### config.mk
export PLATFORM = sky130hd
export DESIGN_NAME = if_id_queue_flat
export DESIGN_NICKNAME = d
export VERILOG_FILES = /design/src/rtl/if_id_queue_if.sv /design/src/rtl/if_id_queue.sv /design/src/flat_wrapper.sv
export SDC_FILE = /design/constraint.sdc
export NUM_CORES = 1
export LEC_CHECK = 0
export ABC_AREA = 1
export CELL_PAD_IN_SITES_DETAIL_PLACEMENT = 0
export CELL_PAD_IN_SITES_GLOBAL_PLACEMENT = 1
export CORE_UTILIZATION = 38
export CTS_CLUSTER_SIZE = 8
export DETAILED_ROUTE_END_ITERATION = 8
export PLACE_DENSITY = 0.76
export SLEW_MARGIN = 20
export SYNTH_ARGS = -nofsm -noshare
export SYNTH_HDL_FRONTEND = slang
export SYNTH_SLANG_ARGS = --single-unit
### constraint.sdc
create_clock -name clock -period 9.4 [get_ports clock]
set_clock_uncertainty 0.1 [all_clocks]
set_input_delay 1.41 -clock clock [delete_from_list [all_inputs] [get_ports clock]]
set_output_delay 1.41 -clock clock [all_outputs]
set_load 0.02 [all_outputs]
### src/rtl/if_id_queue_if.sv
// Fetch/decode handshake bundle for the IF/ID packet queue.
// The master side is the fetch/decode pair driving the queue; the slave side is the queue itself.
interface if_id_queue_if;
  logic [31:0] instruction_in;
  logic [63:0] PC_in;
  logic [63:0] PC_branch_link_in;
  logic        in_valid;
  logic        out_ready;
  logic        flush;
  logic [31:0] instruction_out;
  logic [63:0] PC_out;
  logic [63:0] PC_branch_link_out;
  logic        out_valid;
  logic        PCWrite;
  logic [1:0]  count;

  modport master (
    output instruction_in, PC_in, PC_branch_link_in, in_valid, out_ready, flush,
    input  instruction_out, PC_out, PC_branch_link_out, out_valid, PCWrite, count
  );

  modport slave (
    input  instruction_in, PC_in, PC_branch_link_in, in_valid, out_ready, flush,
    output instruction_out, PC_out, PC_branch_link_out, out_valid, PCWrite, count
  );
endinterface

### src/rtl/if_id_queue.sv
// Two-entry FIFO carrying fetch packets {instruction, PC, PC+4} from fetch to decode.
// Empty queue presents a NOP with zero PCs. Flush empties the queue at the next edge.
module if_id_queue (
  input  logic          clock,
  input  logic          reset,
  if_id_queue_if.slave  q
);
  localparam logic [31:0] NOP = 32'hD503201F;

  logic [31:0] instr_mem [2];
  logic [63:0] pc_mem    [2];
  logic [63:0] link_mem  [2];

  logic       wr_ptr;
  logic       rd_ptr;
  logic [1:0] count_r;
  logic [1:0] count_next;
  logic       not_full;
  logic       not_empty;
  logic       push;
  logic       pop;

  // Handshake qualifiers derive from registered occupancy only
  always_comb begin
    not_full  = (count_r != 2'd2);
    not_empty = (count_r != 2'd0);
    push      = q.in_valid & not_full & ~q.flush;
    pop       = not_empty & q.out_ready & ~q.flush;
    count_next = count_r;
    if (push && !pop)
      count_next = count_r + 2'd1;
    else if (pop && !push)
      count_next = count_r - 2'd1;
  end

  // Pointer and occupancy registers; flush and reset both return to the empty state
  always_ff @(posedge clock or negedge reset) begin
    if (!reset) begin
      wr_ptr  <= 1'b0;
      rd_ptr  <= 1'b0;
      count_r <= '0;
    end else if (q.flush) begin
      wr_ptr  <= 1'b0;
      rd_ptr  <= 1'b0;
      count_r <= '0;
    end else begin
      if (push) wr_ptr <= ~wr_ptr;
      if (pop)  rd_ptr <= ~rd_ptr;
      count_r <= count_next;
    end
  end

  // Entry storage; left unreset since it is masked whenever the queue is empty
  always_ff @(posedge clock) begin
    if (push) begin
      instr_mem[wr_ptr] <= q.instruction_in;
      pc_mem[wr_ptr]    <= q.PC_in;
      link_mem[wr_ptr]  <= q.PC_branch_link_in;
    end
  end

  // Head entry or empty-queue defaults onto the decode side
  always_comb begin
    q.out_valid = not_empty;
    q.PCWrite   = not_full;
    q.count     = count_r;
    if (not_empty) begin
      q.instruction_out    = instr_mem[rd_ptr];
      q.PC_out             = pc_mem[rd_ptr];
      q.PC_branch_link_out = link_mem[rd_ptr];
    end else begin
      q.instruction_out    = NOP;
      q.PC_out             = '0;
      q.PC_branch_link_out = '0;
    end
  end
endmodule

### src/flat_wrapper.sv
// flat-port wrapper written by rule: the top's interface ports become plain ports
module if_id_queue_flat 
  (clock, reset, q_instruction_in, q_PC_in, q_PC_branch_link_in, q_in_valid, q_out_ready, q_flush, q_instruction_out, q_PC_out, q_PC_branch_link_out, q_out_valid, q_PCWrite, q_count);
  if_id_queue_if q_i ();
  input  logic clock;
  input  logic reset;
  input wire logic [$bits(q_i.instruction_in)-1:0] q_instruction_in;
  input wire logic [$bits(q_i.PC_in)-1:0] q_PC_in;
  input wire logic [$bits(q_i.PC_branch_link_in)-1:0] q_PC_branch_link_in;
  input wire logic [$bits(q_i.in_valid)-1:0] q_in_valid;
  input wire logic [$bits(q_i.out_ready)-1:0] q_out_ready;
  input wire logic [$bits(q_i.flush)-1:0] q_flush;
  output wire logic [$bits(q_i.instruction_out)-1:0] q_instruction_out;
  output wire logic [$bits(q_i.PC_out)-1:0] q_PC_out;
  output wire logic [$bits(q_i.PC_branch_link_out)-1:0] q_PC_branch_link_out;
  output wire logic [$bits(q_i.out_valid)-1:0] q_out_valid;
  output wire logic [$bits(q_i.PCWrite)-1:0] q_PCWrite;
  output wire logic [$bits(q_i.count)-1:0] q_count;
  assign q_i.instruction_in = q_instruction_in;
  assign q_i.PC_in = q_PC_in;
  assign q_i.PC_branch_link_in = q_PC_branch_link_in;
  assign q_i.in_valid = q_in_valid;
  assign q_i.out_ready = q_out_ready;
  assign q_i.flush = q_flush;
  assign q_instruction_out = q_i.instruction_out;
  assign q_PC_out = q_i.PC_out;
  assign q_PC_branch_link_out = q_i.PC_branch_link_out;
  assign q_out_valid = q_i.out_valid;
  assign q_PCWrite = q_i.PCWrite;
  assign q_count = q_i.count;
  if_id_queue u_core (.clock(clock), .reset(reset), .q(q_i));
endmodule
# After elaboration in Yosys (flattened, before gate mapping)
# Memories as Yosys holds them, arrays and structs flattened.
# Index checks and enable logic that the tools add are counted.
dict set report classes {
  bitwise 7
  addsub 2
  eq_ne 1
  n_mux 12
  reduce_logical 8
}
# cell count
set op_table {}
lappend op_table {{$mux W64} 2}
lappend op_table {{$mux W32} 1}
lappend op_table {{$mux W1} 6}
lappend op_table {{$mux W2} 3}
lappend op_table {{$reduce_bool A2 Y1} 3}
lappend op_table {{$and A1 B1 Y1} 4}
lappend op_table {{$not A1 Y1} 3}
lappend op_table {{$reduce_bool A3 Y1} 1}
lappend op_table {{$add A2 B1 Y2 const B} 1}
lappend op_table {{$logic_and A1 B1 Y1} 2}
lappend op_table {{$logic_not A1 Y1} 2}
lappend op_table {{$ne A2 B2 Y1 const B} 1}
lappend op_table {{$sub A2 B1 Y2 const B} 1}
dict set report totals {
  ramBits 320
  elab_cells 36
  regBits 4
  n_memories 3
  output_inout_bits 164
  inputBits 165
}
# memory depth word_bits rd rd_clocked_by_memory_dff write_ports line_no
set memory_table {}
lappend memory_table {u_core.link_mem 2 64 1 0 1 if_id_queue.sv:12} ;# logic [63:0] link_mem [2];
lappend memory_table {u_core.pc_mem 2 64 1 0 1 if_id_queue.sv:11} ;# logic [63:0] pc_mem [2];
lappend memory_table {u_core.instr_mem 2 32 1 0 1 if_id_queue.sv:10} ;# logic [31:0] instr_mem [2];

# Depth between registers and ports, before layout
# Gate-level depths: netlist (run 1).
dict set report depth {
  depth_word 8
  ltp_mapped 9
  mapped_depth_nobuf 9
}

# Least setup slack after synthesis (run 1)
# No wires, ideal clock.
dict set report synth_timing {
  path_type {input -> register}
  start {input port q_flush}
  end {memory u_core.instr_mem[0][0], enable pin}
  setup_time_ns 0.682
  n_path_buf 0
  required_ns 8.618
  path_stages 3
  setup_slack_ns 0.344
  t_arrival_ns 8.274
  path_cell_list {inv_1 nand3_2 nor2_1}
}
dict set report synth_via {
  elab_chain_cells 4
}
# element line_no
set synth_rtl {}
lappend synth_rtl {{start: declaration} flat_wrapper.sv:12} ;# input wire logic [$bits(q_i.flush)-1:0] q_flush;
lappend synth_rtl {{$not A1 Y1} if_id_queue.sv:27} ;# push = q.in_valid & not_full & ~q.flush;
lappend synth_rtl {{$and A1 B1 Y1} if_id_queue.sv:27}
lappend synth_rtl {{$mux W1} if_id_queue.sv:55} ;# if (push) begin
lappend synth_rtl {{$mux W1 (not written as such)} if_id_queue.sv:56} ;# instr_mem[wr_ptr] <= q.instruction_in;
lappend synth_rtl {{end: declaration} if_id_queue.sv:10}
# No other way between the ends.

# Worst setup path after layout (run 1)
dict set report layout_timing {
  start {register u_core.rd_ptr}
  end {output port q_instruction_out[10]}
}
dict set report layout_via {
  elab_chain_cells 2
}
# element line_no
set layout_rtl {}
lappend layout_rtl {{start: declaration} if_id_queue.sv:15} ;# logic rd_ptr;
lappend layout_rtl {{start signal: assignment} if_id_queue.sv:48} ;# if (pop) rd_ptr <= ~rd_ptr;
lappend layout_rtl {{$mem_v2 Z2 W32} -}
lappend layout_rtl {{$mux W32} if_id_queue.sv:67} ;# if (not_empty) begin
lappend layout_rtl {{end: declaration} flat_wrapper.sv:13} ;# output wire logic [$bits(q_i.instruction_out)-1:0] q_instruction_out;
# No other way between the ends.

==> metrics.cfg, run 1 <==
[placed_design]
place_ws_ns = 4.77
globalplace.congestion = 0.767
port_buffers = 328
dp_hpwl_um = 17400

[synthesis]
avgSynthCellArea_um2 = 13.6
synth_edf_count = 320
synth_area_um2 = 12200
synth_area_leader_cell = edfxtp_1
synth.area.top_cells = edfxtp_1 (79%), nand2_1 (10%), a21oi_1 (6.1%)
synth_most_common_cell = nand2_1
synth.yosys.seq_area_share_pct = 79.8
async_flop_share_pct = 1.23
syn_inst = 893
yosysUniqueCellTypes = 19
synth_seq_cells = 324
synth_commonest_cells = nand2_1 (335), edfxtp_1 (320), a21oi_1 (149)
syn-num-nets = 1058
synth_top_area_share_pct = 79.0
yosysWarnings = 0
ys.flop_type = edfxtp_1

[worst_setup_path]
path_max_fanout = 82
worst-path-stages = 5
critPathBufInv = 3
r2r_slack_ns = 6.46
worst_path_max_delay_cell = buf_4
criticalPathCategory = reg -> out
end_kind = output port
arrival_ns = 3.52
r2r_end = u_core.pc_mem[1][11]
critPathLaunch = u_core.rd_ptr
reg2reg_from = u_core.q.count[0]
required_ns = 7.89
crit_path_end = q_instruction_out[10]
r2r_cells = 5
slowest_delay_ns = 0.80
path_delay_family = buffers and inverters
path_cells = inv_4 > buf_4 > nand2_1 > a21oi_1 > clkdlybuf4s50_1
start_kind = register

[grt]
grt.busiest_layer = met2
grt_pass1_wl_um = 44800
grt_usage_pct = 17.7
antenna_found_initial = 5
grtUsageMet3_pct = 6.47
grt_pass1_vias = 7994
grt_overflow_total = 0
grt_max_degree = 98
met2_usage_pct = 27.7
use_met1_pct = 22.4

[floorplan]
coreArea_um2 = 31600
dieWidth_um = 181
fp-row-count = 65
ioPinCount = 329
fp.dieH_um = 181
dieArea_um2 = 32700
initial_utilization_pct = 38.5

[power_and_ir_drop]
power.density_nw_per_um2 = 246
p_leak_nw = 5.92
peakVddDrop_v = 0.000142
total_power_mw = 4.20

[route]
vias = 7950
drt-vias-per-instance = 4.82
wl_per_cell_um = 17.7
finalWirelength_um = 29200
postRouteAntennaNets = 0
drt_iter0_drc = 536
post-route-drc-count = 0
dr.pass1.iters = 4

[cells_and_area]
final_util_pct = 54.1
fin_nets = 1391
synthToLayoutAreaGrowth_pct = 40.4
layout-drive-gt1-share_pct = 5.78

[sta]
tightest_slew_ns = 0.978
setup_ws_ns = 4.37
rsz0062_at_grt = no
max_slew_margin_pct = 34.8
fin_hold_ws_ns = 0.456
setup_viol = 0
final.setup.tns_ns = 0
finalCriticalPeriod_ns = 5.03
fmax_mhz = 199
period_share_pct = 53.5
hold_viol_final = 0
maxSlewViolCount = 0

[clocking]
post_cts_resize_count = 0
cts_buffers = 46
insertion_delay_ns = 0.52
postCtsHoldBufs = 0
htree_levels = 2
cts-root-buf = clkbuf_16
cts.sinks = 324
cts_setup_buffers = 0
max-clock-path-buffers = 3
cts_tree = built
clkTransAtPathRegs_ns = 0.05

[job]
drv_cap = 0

[run_status]
run_status = complete, no violations

[worst_hold_path]
min_path_type = reg -> reg

-- worst min-delay path by stage --
stage             startpoint             to  cells after the start
2_1_floorplan  u_core.wr_ptr  u_core.wr_ptr                      1
3_3_place_gp   u_core.wr_ptr  u_core.wr_ptr                      1
3_5_place_dp   u_core.wr_ptr  u_core.wr_ptr                      1
4_1_cts        u_core.wr_ptr  u_core.wr_ptr                      1
5_1_grt        u_core.wr_ptr  u_core.wr_ptr                      1
6_report       u_core.wr_ptr  u_core.wr_ptr                      1
-- metrics by stage --
step                      instance area (um2)  cells
after CTS                               17100   1647
after global placement                  15800   1580
after detailed placement                15800   1580
final                                   17100   1651
after global routing                    17100   1649
after floorplan                         12200    893
-- metal layers --
| layer | up-vias | part of all wire [%] |
|---|---|---|
| met5 | - | 0.045 |
| met4 | 2 | 3.0 |
| met3 | 58 | 9.7 |
| met2 | 305 | 47 |
| met1 | 3765 | 40 |
| li1 | 3820 | - |
-- registers in the layout, indices dropped and copies added (netlist names) --
register and flops:
u_core.instr_mem 64, u_core.link_mem 128, u_core.pc_mem 128, u_core.q.count 2, u_core.rd_ptr 1, u_core.wr_ptr 1
-- power breakdown --
group / switching [mW] / internal (mW)
Clock: 0.545 / 0.930
Sequential: 0.0221 / 1.69
Combinational: 0.607 / 0.403
Total: 1.17 / 3.02
-- placed cells by master (no fill, tap or decap), types with 4 or more instances in the layout --
cell	instances
nand2_1	335
clkdlybuf4s50_1	328
edfxtp_1	320
a21oi_1	149
clkbuf_16	49
clkbuf_1	17
nand3_1	14
buf_4	8
diode_2	4
-- kinds of logic after synthesis --
group / after synthesis / synth area share, %
buffers and inverters: 59 / 2.52
DFF: 324 / 79.8
and+or+nand+nor: 358 / 11.3
AOI/OAI and AO/OA: 152 / 6.30
-- area by class of cell --
type,instances,area [um2]
Multi-Input combinational cell,510,2170
Clock buffer,66,1290
Clock inverter,1,5.00
Antenna cell,4,10.0
Fill cell,2594,14500
Inverter,7,30.0
Sequential cell,324,9710
Timing Repair Buffer,337,3350
Tap cell,402,503
Power figures use the tool's default switching activity.
==> run 2: changes to the inputs <==
--- a/config.mk
+++ b/config.mk
@@ -8,10 +8,10 @@
 export ABC_AREA = 1
 export CELL_PAD_IN_SITES_DETAIL_PLACEMENT = 0
 export CELL_PAD_IN_SITES_GLOBAL_PLACEMENT = 1
-export CORE_UTILIZATION = 38
+export CORE_UTILIZATION = 35
 export CTS_CLUSTER_SIZE = 8
 export DETAILED_ROUTE_END_ITERATION = 8
-export PLACE_DENSITY = 0.76
+export PLACE_DENSITY = 0.73
 export SLEW_MARGIN = 20
 export SYNTH_ARGS = -nofsm -noshare
 export SYNTH_HDL_FRONTEND = slang
==> constraint.sdc (replaced) <==
create_clock -name clock -period 4.15 [get_ports clock]
set_clock_uncertainty 0.1 [all_clocks]
set_input_delay 0.6225 -clock clock [delete_from_list [all_inputs] [get_ports clock]]
set_output_delay 0.6225 -clock clock [all_outputs]
set_load 0.02 [all_outputs]
==> metrics.cfg, run 2 (same netlist as run 1, synthesis figures left out) <==
[floorplan]
dieWidth_um = 188
fp-row-count = 67
fp.dieH_um = 188
ioPinCount = 329
initial_utilization_pct = 35.9
coreArea_um2 = 33900
dieArea_um2 = 35500

[placed_design]
dp_hpwl_um = 17900
globalplace.congestion = 0.783
place_ws_ns = 1.28
dp_cells = 1628
port_buffers = 328

[grt]
use_met1_pct = 20.7
grt_overflow_total = 0
antenna_found_initial = 1
grtUsageMet3_pct = 6.33
met2_usage_pct = 26.9
grt_usage_pct = 16.6
grt.busiest_layer = met2
grt_pass1_vias = 7945
grt_pass1_wl_um = 45800
grt_max_degree = 161

[worst_hold_path]
min_path_type = in -> async

[cells_and_area]
final_common_cell = nand2_1
synthToLayoutAreaGrowth_pct = 41.5
largest_registers = u_core.link_mem: 128 flops, u_core.pc_mem: 128 flops, u_core.instr_mem: 64 flops
layout-drive-gt1-share_pct = 5.97
fin_nets = 1393
layout_common_cells = nand2_1 (335), clkdlybuf4s50_1 (328), edfxtp_1 (320)
final_cells = 1688

[power_and_ir_drop]
peakVddDrop_v = 0.000349
power.density_nw_per_um2 = 554
p_leak_nw = 5.95

[clocking]
htree_levels = 2
post_cts_resize_count = 0
insertion_delay_ns = 0.51
postCtsHoldBufs = 0
cts_tree = built
clkTransAtPathRegs_ns = 0.05
cts.sinks = 324
cts_buffers = 46
cts-root-buf = clkbuf_16
cts_setup_buffers = 0
max-clock-path-buffers = 3

[route]
finalWirelength_um = 30000
postRouteAntennaNets = 0
wl_per_cell_um = 17.8
post-route-drc-count = 0
drt-vias-per-instance = 4.69
vias = 7917
drt_iter0_drc = 373
dr.pass1.iters = 4

[worst_setup_path]
path_max_fanout = 160
critPathLaunch = u_core.rd_ptr
end_kind = output port
required_ns = 3.43
arrival_ns = 2.68
r2r_slack_ns = 1.99
criticalPathCategory = reg -> out
reg2reg_from = u_core.q.count[0]
start_kind = register

[sta]
finalCriticalPeriod_ns = 3.40
rsz0062_at_grt = no
setup_viol = 0
setup_ws_ns = 0.752
tightest_slew_ns = 0.883
hold_viol_final = 0
period_share_pct = 81.9
max_slew_margin_pct = 41.1
fmax_mhz = 294
final.setup.tns_ns = 0
maxSlewViolCount = 0

[run_status]
run_status = complete, no violations

[job]
drv_cap = 0

-- run 2: changes by cell type in the layout (fill, tap and decap cells not counted) --
cell,previous run,this run
buf_4,8,3
clkbuf_1,17,9
diode_2,4,1
buf_6,1,0
buf_12,0,8
-- run 2: area by class of cell --
type	instances	area (um2)
Clock buffer	58	1260
Clock inverter	1	5.00
Multi-Input combinational cell	510	2170
Tap cell	448	561
Antenna cell	1	2.50
Fill cell	2839	16700
Sequential cell	324	9710
Inverter	7	30.0
Timing Repair Buffer	339	3470
-- run 2: critical path: stages, from the launching register on --
cell	delay, ns
dfrtp_4	0.44
buf_12	0.50
nand2_1	0.21
a21oi_1	0.20
clkdlybuf4s50_1	0.62
-- run 2: per-stage QoR --
stage	hold WS (ns)	cell area [um2]	power, mW	util, %
floorplan	0.227	12200	5.13	-
global placement	0.436	15900	6.30	47.1
detailed placement	0.450	15900	6.32	47.1
CTS	0.199	17200	9.67	50.8
global route	0.200	17200	9.94	50.8
finish	0.214	17200	9.53	50.8
-- run 2: final timing paths --
| check | to | cells after the start |
|---|---|---|
| setup / recovery | q_PC_branch_link_out[0] | 4 |
| hold / removal | u_core.rd_ptr | 1 |
| setup reg to reg | u_core.instr_mem[0][13] | 5 |
| hold reg to reg | u_core.wr_ptr | 1 |
| max in group asynchronous | u_core.rd_ptr | 1 |
| min in group clock | u_core.wr_ptr | 1 |
-- run 2: power by group --
part / internal (mW) / switching (mW)
sequential: 3.83 / 0.0500
clock: 2.08 / 1.23
combinational: 0.954 / 1.40
total: 6.86 / 2.67
-- run 2: routing by layer --
metal	vias to the layer above	wire [um]
met5	-	0
met2	293	14200
met4	0	586
met3	44	3090
li1	3814	-
met1	3766	12200
==> run 3: changes to the inputs <==
--- a/config.mk
+++ b/config.mk
@@ -8,10 +8,10 @@
 export ABC_AREA = 1
 export CELL_PAD_IN_SITES_DETAIL_PLACEMENT = 0
 export CELL_PAD_IN_SITES_GLOBAL_PLACEMENT = 1
-export CORE_UTILIZATION = 35
+export CORE_UTILIZATION = 38
 export CTS_CLUSTER_SIZE = 8
 export DETAILED_ROUTE_END_ITERATION = 8
-export PLACE_DENSITY = 0.73
+export PLACE_DENSITY = 0.76
 export SLEW_MARGIN = 20
 export SYNTH_ARGS = -nofsm -noshare
 export SYNTH_HDL_FRONTEND = slang
==> constraint.sdc (replaced) <==
create_clock -name clock -period 3.6 [get_ports clock]
set_clock_uncertainty 0.1 [all_clocks]
set_input_delay 0.54 -clock clock [delete_from_list [all_inputs] [get_ports clock]]
set_output_delay 0.54 -clock clock [all_outputs]
set_load 0.02 [all_outputs]
==> metrics.cfg, run 3 (same netlist as run 1, synthesis figures left out) <==
[route]
wl_per_cell_um = 17.9
post-route-drc-count = 0
drt-vias-per-instance = 4.85
vias = 7985
postRouteAntennaNets = 0
drt_iter0_drc = 468
finalWirelength_um = 29400
dr.pass1.iters = 5

[placed_design]
port_buffers = 328
dp_hpwl_um = 17700
globalplace.congestion = 0.744

[sta]
period_share_pct = 95.7
tightest_slew_ns = 0.747
setup_viol = 0
fin_hold_ws_ns = 0.135
finalCriticalPeriod_ns = 3.45
max_slew_margin_pct = 50.2
maxSlewViolCount = 0
rsz0062_at_grt = no
hold_viol_final = 0
fmax_mhz = 290

[clocking]
postCtsHoldBufs = 0
max-clock-path-buffers = 3
insertion_delay_ns = 0.52
cts_buffers = 46
htree_levels = 2
cts-root-buf = clkbuf_16
cts_setup_buffers = 0
post_cts_resize_count = 0
cts.sinks = 324
cts_tree = built
clkTransAtPathRegs_ns = 0.05

[worst_setup_path]
required_ns = 2.96
worst_path_max_delay_cell = dfrtp_4
r2r_end = u_core.pc_mem[0][57]
slowest_delay_ns = 0.71
critPathBufInv = 3
path_delay_family = buffers and inverters
reg2reg_from = u_core.q.count[0]
path_cells = inv_4 > buf_12 > nand2_1 > a21oi_1 > clkdlybuf4s50_1
arrival_ns = 2.81
criticalPathCategory = reg -> out
start_kind = register
r2r_slack_ns = 1.78
r2r_cells = 5
end_kind = output port
path_max_fanout = 56

[grt]
grt_pass1_wl_um = 45000
grt_overflow_total = 0
antenna_found_initial = 3
grt_pass1_vias = 7952
grt_usage_pct = 17.8
grt_max_degree = 85

[job]
drv_cap = 0

[floorplan]
dieArea_um2 = 32700
dieWidth_um = 181
ioPinCount = 329
fp-row-count = 65
initial_utilization_pct = 38.5
coreArea_um2 = 31600
fp.dieH_um = 181

[worst_hold_path]
min_path_type = in -> async

[power_and_ir_drop]
peakVddDrop_v = 0.000420
power.density_nw_per_um2 = 638
p_leak_nw = 5.98

[run_status]
run_status = complete, no violations

[cells_and_area]
layout_common_cells = nand2_1 (333), clkdlybuf4s50_1 (328), edfxtp_1 (320)
layout-drive-gt1-share_pct = 6.59
synthToLayoutAreaGrowth_pct = 41.5
largest_registers = u_core.link_mem: 128 flops, u_core.pc_mem: 128 flops, u_core.instr_mem: 64 flops
final_common_cell = nand2_1
fin_nets = 1397
final_util_pct = 54.5

[run 3: cell types whose count changed in the layout (fill, tap and decap cells not counted), sizes merged]
cell	delta
buf	+4
clkbuf	+2
clkinv	-1
[run 3: through the flow]
stage          power [mW]  cell area (um2)  setup slack [ns]  cells  setup TNS [ns]
2_1_floorplan        5.92            12200           -0.0396    893          -11.74
3_3_place_gp         7.26            15900             0.696   1586               0
3_5_place_dp         7.27            15900             0.693   1586               0
4_1_cts              11.1            17200             0.126   1646               0
5_1_grt              11.5            17200            0.0633   1646               0
6_report             11.0            17200             0.153   1647               0
[run 3: layer usage]
metal / GRT usage, % / vias up / routed length [um]
met5: 0 / - / 26
met4: 5.33 / 4 / 604
met3: 7.01 / 50 / 3010
met2: 28.7 / 298 / 14000
met1: 21.9 / 3804 / 11700
li1: - / 3829 / -
[run 3: layout make-up]
cell class	count	area, um2
fillers	2619	14300
inverters	7	30.0
multi-input cells	510	2190
repair buffers	343	3510
flip-flops and latches	324	9720
well taps	402	503
diodes	1	2.50
clock buffers	60	1270
[run 3: worst max path at each step]
stage	startpoint	slack [ns]	cells past startpoint	endpoint
after floorplan	u_core.q.count[0]	-0.04	4	u_core.instr_mem[0][0]
after detailed placement	u_core.rd_ptr	0.69	5	q_PC_out[46]
after CTS	u_core.rd_ptr	0.13	5	q_PC_out[46]
after global placement	u_core.rd_ptr	0.70	5	q_PC_out[46]
final	u_core.rd_ptr	0.15	5	q_PC_out[46]
after global routing	u_core.rd_ptr	0.06	5	q_PC_out[46]
[run 3: power by group]
group          switching (mW)  total [mW]  internal, mW  leakage (nW)
Combinational            1.57        2.67          1.10          2.38
Clock                    1.42        3.82          2.40         0.617
Sequential             0.0896        4.50          4.41          2.98
[run 3: worst register-to-register path: cells and delay by family (launching register included)]
kind / cells / cell delay (ns)
buffers and inverters: 2 / 0.47
DFF: 1 / 0.42
and+or+nand+nor: 3 / 0.34
